<file path="src/rtl/dnn_pkg.sv">
// dnn_pkg: shared FSM state type and index width helper for the weight path
package dnn_pkg;
  typedef enum logic [1:0] {IDLE, LOAD, DONE} state_t;
  function automatic int width_of(input int x);
    return (x > 2) ? $clog2(x) : 1;
  endfunction
endpackage

</file>
<file path="src/rtl/weight_loader_index_counter.sv">
// index_counter: nested k_x -> k_y -> out -> in wrap counter with last-position flag
module index_counter
  import dnn_pkg::*;
#(
  parameter int NUM_INPUTS  = 1,
  parameter int NUM_OUTPUTS = 1,
  parameter int DIM         = 1,
  localparam int IW = width_of(NUM_INPUTS),
  localparam int OW = width_of(NUM_OUTPUTS),
  localparam int KW = width_of(DIM)
) (
  input  logic          clk,
  input  logic          reset,
  input  logic          clear,
  input  logic          inc,
  output logic [IW-1:0] index_in,
  output logic [OW-1:0] index_out,
  output logic [KW-1:0] index_k_y,
  output logic [KW-1:0] index_k_x,
  output logic          last
);
  logic wx, wy, wo, wi;
  always_comb begin
    wx = index_k_x == KW'(DIM - 1);
    wy = index_k_y == KW'(DIM - 1);
    wo = index_out == OW'(NUM_OUTPUTS - 1);
    wi = index_in == IW'(NUM_INPUTS - 1);
    last = wx && wy && wo && wi;
  end
  always_ff @(posedge clk) begin
    if (reset || clear) begin
      index_in  <= '0;
      index_out <= '0;
      index_k_y <= '0;
      index_k_x <= '0;
    end else if (inc) begin
      index_k_x <= wx ? '0 : index_k_x + 1'b1;
      if (wx) index_k_y <= wy ? '0 : index_k_y + 1'b1;
      if (wx && wy) index_out <= wo ? '0 : index_out + 1'b1;
      if (wx && wy && wo) index_in <= wi ? '0 : index_in + 1'b1;
    end
  end
endmodule

</file>
<file path="src/rtl/weight_loader.sv">
// weight_loader: turns a valid/ready weight stream into indexed single-cycle memory writes
module weight_loader
  import dnn_pkg::*;
#(
  parameter int NUM_INPUTS  = 1,
  parameter int NUM_OUTPUTS = 1,
  parameter int DIM         = 1,
  parameter int DATA_SIZE   = 64,
  localparam int IW    = width_of(NUM_INPUTS),
  localparam int OW    = width_of(NUM_OUTPUTS),
  localparam int KW    = width_of(DIM),
  localparam int TOTAL = NUM_INPUTS * NUM_OUTPUTS * DIM * DIM,
  localparam int CW    = $clog2(TOTAL + 1)
) (
  input  logic                 clk,
  input  logic                 reset,
  input  logic                 start,
  input  logic                 abort,
  input  logic                 in_valid,
  output logic                 in_ready,
  input  logic [DATA_SIZE-1:0] in_data,
  output logic                 write,
  output logic [IW-1:0]        index_in,
  output logic [OW-1:0]        index_out,
  output logic [KW-1:0]        index_k_y,
  output logic [KW-1:0]        index_k_x,
  output logic [DATA_SIZE-1:0] out_data,
  output logic                 busy,
  output logic                 done,
  output logic [CW-1:0]        count,
  output logic                 overflow
);
  state_t state, next_state;
  logic accept, clear, last;
  logic [IW-1:0] c_in;
  logic [OW-1:0] c_out;
  logic [KW-1:0] c_k_y, c_k_x;
  index_counter #(
    .NUM_INPUTS (NUM_INPUTS),
    .NUM_OUTPUTS(NUM_OUTPUTS),
    .DIM        (DIM)
  ) u_index_counter (
    .clk      (clk),
    .reset    (reset),
    .clear    (clear),
    .inc      (accept),
    .index_in (c_in),
    .index_out(c_out),
    .index_k_y(c_k_y),
    .index_k_x(c_k_x),
    .last     (last)
  );
  always_comb begin
    in_ready   = state == LOAD;
    busy       = state == LOAD;
    done       = state == DONE;
    accept     = in_valid && in_ready;
    clear      = start && !abort && state != LOAD;
    next_state = abort ? IDLE : clear ? LOAD : (accept && last) ? DONE : state;
  end
  always_ff @(posedge clk) state <= reset ? IDLE : next_state;
  always_ff @(posedge clk) begin
    if (reset) begin
      write     <= 1'b0;
      index_in  <= '0;
      index_out <= '0;
      index_k_y <= '0;
      index_k_x <= '0;
      out_data  <= '0;
      count     <= '0;
      overflow  <= 1'b0;
    end else begin
      write <= accept;
      if (accept) begin
        index_in  <= c_in;
        index_out <= c_out;
        index_k_y <= c_k_y;
        index_k_x <= c_k_x;
        out_data  <= in_data;
      end
      count    <= clear ? '0 : accept ? count + 1'b1 : count;
      overflow <= clear ? 1'b0 : (in_valid && state != LOAD) ? 1'b1 : overflow;
    end
  end
endmodule

</file>
<file path="config.mk">
export PLATFORM = sky130hd
export DESIGN_NAME = weight_loader
export DESIGN_NICKNAME = d
export VERILOG_FILES = /design/src/rtl/dnn_pkg.sv /design/src/rtl/weight_loader_index_counter.sv /design/src/rtl/weight_loader.sv
export SDC_FILE = /design/constraint.sdc
export NUM_CORES = 1
export LEC_CHECK = 0
export ABC_CLOCK_PERIOD_IN_PS = 2180
export BUFFER_PORTS_ARGS = -buffer_cell sky130_fd_sc_hd__buf_2
export CORE_MARGIN = 3
export CORE_UTILIZATION = 47
export CTS_CLUSTER_DIAMETER = 120
export DETAILED_ROUTE_END_ITERATION = 8
export GPL_TIMING_DRIVEN = 0
export PLACE_DENSITY = 0.85
export SLEW_MARGIN = 0
export SYNTH_ARGS = -nofsm -noshare
export SYNTH_HDL_FRONTEND = slang
export SYNTH_SLANG_ARGS = --single-unit
</file>
<file path="constraint.sdc">
create_clock -name clk -period 2.18 [get_ports clk]
set_input_delay 0.436 -clock clk [delete_from_list [all_inputs] [get_ports clk]]
set_output_delay 0.436 -clock clk [all_outputs]
set_load 0.02 [all_outputs]
</file>
==> results of run 1 <==
final timing paths:
| kind | end | slack [ns] | cells after the start |
|---|---|---|---|
| min reg2reg | out_data[15] | 0.45 | 2 |
| max | in_ready | 0.38 | 4 |
| max reg2reg | out_data[1] | 0.87 | 5 |
| min | state[1] | 0.29 | 2 |
layer usage:
| metal | up-vias | share of wire [%] | wire, µm | track usage (%) |
|---|---|---|---|---|
| li1 | 1276 | - | - | - |
| met2 | 97 | 49 | 3200 | 39.2 |
| met4 | 0 | 1.1 | 72 | 7.73 |
| met3 | 8 | 8.6 | 560 | 7.14 |
| met1 | 1104 | 41 | 2700 | 23.6 |
| met5 | - | 0 | 0 | 0 |
metrics by stage:
stage          area (µm²)  power, mW  hold WS, ns  cells
5_1_grt              3510       2.68        0.278    534
4_1_cts              3510       2.59        0.275    534
6_report             3510       2.57        0.288    534
3_3_place_gp         3310       1.59        0.439    518
3_5_place_dp         3310       1.60        0.444    518
2_1_floorplan        2540       1.48        0.499    311
kinds of logic (layout without fill, tap and decap cells):
family | count (synthesis) | after routing | share of synthesized area [%]
AO/OA/AOI/OAI | 68 | 68 | 15.2
buffers and inverters | 30 | 183 | 7.81
flip-flops | 69 | 69 | 54.6
other | 1 | 4 | 0.148
AND/OR/NAND/NOR | 140 | 140 | 22.3
flip-flops by register name (all words and copies together), names as in the netlist:
register	flops
state	2
write	1
overflow	1
out_data	64
count	1
worst max-delay path, stage by stage (launching register included):
cell and delay (ns):
dfxtp_1 0.38, or2b_1 0.27, inv_1 0.12, buf_4 0.12, buf_2 0.15
layout make-up:
cell class | instances | area (µm²)
flip-flops and latches | 69 | 1380
clock inverters | 4 | 47.5
multi-input cells | 212 | 962
inverters | 2 | 7.51
fillers | 485 | 1670
clock buffers | 12 | 145
plain buffers | 28 | 190
well taps | 70 | 87.6
repair buffers | 137 | 686
power groups by stage:
stage | registers [mW] | clock network, mW | logic, mW
finish | 1.31 | 1.01 | 0.258
global route | 1.31 | 1.08 | 0.285
CTS | 1.31 | 1.03 | 0.260
detailed placement | 1.34 | 0 | 0.259
global placement | 1.33 | 0 | 0.255
floorplan | 1.37 | 0 | 0.105
layout by cell type, fill, tap and decap left out:
cell type   synthesis  final
nor4_1              1      1
bufinv_16           0      1
clkinv_2            0      2
nor2b_1             1      1
clkbuf_1            8     10
nand2_1           123    123
and3b_1             1      1
clkinvlp_4          0      1
or2b_1              1      1
nand2_2             5      5
buf_4               6      6
o211ai_1            1      1
buf_6               4      4
nor3_1              2      2
a21oi_2            11     11
inv_1               2      2
conb_1              1      4
buf_2               8    145
nand2b_1            2      2
a21oi_1            56     56
dfxtp_1            69     69
clkbuf_8            0     10
nand3b_1            1      1
nor2_1              3      3
buf_8               2      2
==> out/metrics.csv, run 1 <==
stage;metric;value;unit
clock_network;cts-root-buf;clkbuf_8;
power_and_ir_drop;swShare;24.0;%
clock_network;ctsResizeCount;0;
setup_path;start_kind;register;
sta;fin_tns_setup;0;ns
placement;place_ws;0.621;ns
finish;diodes;0;
die;die_area;6300;µm²
placement;place.port_buffers;137;
detailed_routing;drtIter0Drc;95;
global_routing;grt_util_all_layers;21.7;%
run;maxCapViolations;0;
placement;dpl.hpwl;4990;µm
clock_network;cts_htree_levels;3;
clock_network;clock_latency;0.33;ns
clock_network;cts.clk_slew.worst_paths;0.07;ns
power_and_ir_drop;ir_worst_vdd;0.510;mV
setup_path;crit_fanout;5;
worst_hold_path;hold_class;in -> reg;
global_routing;grt_pass1_wl;10700;µm
yosys;syn_inst;308;
clock_network;cts_tree;done;
yosys;synth_flop_cell;dfxtp_1;
detailed_routing;wire_per_inst;12.2;µm
die;coreArea;5170;µm²
setup_path;cp-end-kind;output port;
global_routing;antenna_found_initial;0;
setup_path;r2r-start;state[1];
detailed_routing;viasPerCell;4.65;
worst_hold_path;holdCritStartpoint;abort;
yosys;synth_cell_types;21;
yosys;yosysMostFrequentCell;nand2_1;
sta;finalMaxSlewViolations;0;
clock_network;post_cts_buffers;0;
detailed_routing;num_vias;2485;
yosys;ys_top_cells_by_count;nand2_1 (123), dfxtp_1 (69), a21oi_1 (56), a21oi_2 (11);
power_and_ir_drop;leakage;1.62;nW
sta;finalCriticalPeriod;1.80;ns
detailed_routing;drc_errors;0;
die;die_w;79.4;µm
clock_network;ctsLongestPathBuffers;2;
clock_network;cts_sinks;69;
power_and_ir_drop;power.density;734;nW/µm²
yosys;synth_area_leaders;dfxtp_1 (55%), nand2_1 (18%), a21oi_1 (11%), a21oi_2 (3.8%), buf_4 (1.8%);
run_status;status;finished, final reports clean;
yosys;synth_top_area_share;54.6;%
global_routing;first_global_vias;2483;
sta;fmax;555;MHz
sta;fin_ws;0.379;ns
yosys;yosys_register_bits;69;
finish;fin_util;67.8;%
yosys;ys_seq_area_share;54.6;%
clock_network;cts_hold_buf;0;
placement;gp_congestion;0.715;
die;start_util;48.9;%
setup_path;arrival;1.37;ns
clock_network;cts_made_buffers;9;
setup_path;critPathKind;reg -> out;
detailed_routing;ant_nets;0;
yosys;async_flop_share;0;%
finish;nets;528;
sta;clock_skew;0.00945;ns
die;row_count;26;
power_and_ir_drop;pwr-share-clk;39.2;%
yosys;syn_area_per_cell;8.21;µm²
finish;drive_gt1_share;40.3;%
die;num_io_pins;143;
power_and_ir_drop;power_frac_comb;10.0;%
sta;rsz0062_at_grt;false;
detailed_routing;dr.pass1.iters;4;
yosys;synth-edff-count;0;
yosys;ys_warn_count;0;
sta;setup_viol;0;
yosys;synth_area_leader_cell;dfxtp_1;
detailed_routing;routed_wl;6530;µm
sta;hold_viol;0;
finish;areaGrowthSynthToFinish;38.6;%
setup_path;startpoint;state[0];
power_and_ir_drop;pwr-share-seq;50.8;%
yosys;synth_area;2530;µm²
global_routing;grt_overflow;0;
sta;post-route-period-util;82.6;%
global_routing;grt_max_degree;12;
setup_path;required;1.74;ns
power_and_ir_drop;power.switching;0.616;mW
die;die_y;79.4;µm
power_and_ir_drop;intPower;1.96;mW
(Power assumes the default switching activity.)
==> inputs of run 2 (changes only) <==
- ABC_CLOCK_PERIOD_IN_PS: 2180 -> 1500
- CORE_UTILIZATION: 47 -> 39
- PLACE_DENSITY: 0.85 -> 0.75
- clock period: 2.18 -> 1.5 ns (I/O delays scaled with it)
==> run 2 against run 1 <==
Net effect: sequential power rose by 45%; count of clock-buffer cells in the layout shrank 2; die area increased by 19%; cell count increased by 1.1%; wire length down 0.14%; design area grew 2.4%; largest power group unchanged; critical path depth down 1; clock skew down 0.0013 ns; via count is 1.4% lower; combinational power increased by 47%; first-iteration DRC count down 24%; global-route usage shrank 3.5 points.
==> out/metrics.csv, run 2 (synthesis gave the netlist of run 1 again) <==
stage;metric;value;unit;change
run_status;status;finished, final reports clean;;
setup_path;slowest_stage;dfxtp_2;;
finish;final_common_cell;buf_2;;
setup_path;arrival;1.13;ns;-0.24 ns
sta;clock_skew;0.00816;ns;-0.00130 ns
clock_network;cts_tree;done;;
detailed_routing;wire_per_inst;12.1;µm;-1.2%
finish;top_register;out_data;;
setup_path;required;1.20;ns;-0.54 ns
clock_network;cts_made_buffers;9;;unchanged
detailed_routing;dr.pass1.iters;4;;unchanged
global_routing;grt_pass1_wl;11000;µm;+2.5%
finish;diodes;0;;unchanged
finish;layout_common_cells;buf_2 (143), nand2_1 (123), dfxtp_1 (67), a21oi_1 (56), a21oi_2 (11);;
worst_hold_path;hold_class;in -> reg;;
global_routing;grt_util_all_layers;18.2;%;-3.5 points
detailed_routing;drc_errors;0;;unchanged
detailed_routing;drtIter0Drc;72;;-24%
die;coreArea;6100;µm²;+18%
die;die_area;7490;µm²;+19%
clock_network;clock_latency;0.32;ns;about the same
clock_network;cts_htree_levels;3;;unchanged
power_and_ir_drop;ir_worst_vdd;0.791;mV;+55%
power_and_ir_drop;power.density;1140;nW/µm²;+55%
die;die_w;86.5;µm;+9.0%
power_and_ir_drop;p_total;4.09;mW;+59%
clock_network;cts_sinks;69;;unchanged
finish;areaGrowthSynthToFinish;41.9;%;
sta;post-route-period-util;95.4;%;
clock_network;cts.clk_slew.worst_paths;0.07;ns;about the same
clock_network;cts-root-buf;clkbuf_8;;
setup_path;path_buf_inv;2;;-1
die;start_util;41.5;%;-7.4 points
setup_path;start_kind;register;;
placement;gp_congestion;0.746;;+4.2%
global_routing;grt_overflow;0;;unchanged
finish;fin_util;58.9;%;-8.9 points
clock_network;cts_hold_buf;0;;unchanged
setup_path;cp-end-kind;output port;;
setup_path;crit_chain;or2b_1 -> inv_2 -> buf_6;;
finish;nets;529;;+0.19%
sta;finalMaxSlewViolations;0;;unchanged
setup_path;slowest_delay;0.33;ns;-0.05 ns
setup_path;critPathKind;reg -> out;;
finish;largest_reg_flops;64;;unchanged
placement;place_area;3320;µm²;+0.19%
detailed_routing;viasPerCell;4.54;;-2.5%
die;die_y;86.5;µm;+9.0%
die;row_count;28;;+7.7%
die;num_io_pins;143;;unchanged
setup_path;crit_fanout;4;;-1
finish;drive_gt1_share;41.5;%;+1.2 points
detailed_routing;routed_wl;6520;µm;-0.14%
run;maxCapViolations;0;;unchanged
detailed_routing;num_vias;2451;;-1.4%
sta;hold_viol;0;;unchanged
clock_network;ctsLongestPathBuffers;2;;unchanged
sta;fmax;699;MHz;
finish;design_area;3590;µm²;+2.4%
setup_path;path_delay_family;flip-flops;;
finish;top_regs;out_data: 64 flops, state: 2 flops;;
detailed_routing;ant_nets;0;;unchanged
power_and_ir_drop;leakage;1.65;nW;+1.7%
global_routing;antenna_found_initial;0;;unchanged
sta;rsz0062_at_grt;false;;
global_routing;grt_max_degree;13;;+1
sta;fin_tns_setup;0;ns;unchanged
placement;place.port_buffers;137;;unchanged
finish;nFillCells;580;;+20%
placement;dpl.hpwl;4840;µm;-2.9%
sta;holdWs;0.150;ns;-0.138 ns
sta;finalCriticalPeriod;1.43;ns;
global_routing;first_global_vias;2434;;-2.0%
sta;setup_viol;0;;unchanged
run 2: power breakdown:
group          switching (mW)  internal (mW)  leakage, nW  total [mW]
combinational           0.219          0.160        0.975       0.379
sequential             0.0213           1.88        0.560        1.90
clock                   0.671           1.15        0.119        1.82
total                   0.911           3.18         1.65        4.09
run 2: area by class of cell:
cell class	instances	area, µm²	share of cell area (%)
buffer	27	183	5.09
clock inverter	6	110	3.07
timing repair buffer	139	713	19.9
inverter	2	7.51	0.209
sequential	69	1380	38.5
multi-input combinational	212	962	26.8
clock buffer	10	138	3.83
tap	75	93.8	2.61
run 2: final timing paths:
check	start	end	slack (ns)	depth (start not counted)
setup / recovery	state[0]	in_ready	0.07	3
hold / removal	abort	state[1]	0.15	2
setup reg to reg	state[1]	out_data[27]	0.15	6
hold reg to reg	out_data[40]	out_data[40]	0.45	2
run 2: per-layer routing:
metal / vias up / wire length [µm] / share of wire (%) / track usage, %
met5: - / 0 / 0 / 0
met4: 0 / 93 / 1.4 / 6.80
met3: 10 / 631 / 9.7 / 6.37
met2: 94 / 3050 / 47 / 30.4
met1: 1069 / 2740 / 42 / 21.6
li1: 1278 / - / - / -
run 2: through the flow:
| step | worst slack (ns) | std cells |
|---|---|---|
| final | 0.0686 | 540 |
| after global placement | 0.119 | 523 |
| after floorplan | 0.242 | 311 |
| after CTS | 0.0106 | 540 |
| after detailed placement | 0.130 | 523 |
| after global routing | 0.00590 | 540 |
run 2: repair_timing:
action | CTS | global route
setup buffers | 2 | 0
setup endpoints to repair | 2 | 1
resized for setup | 5 | 2
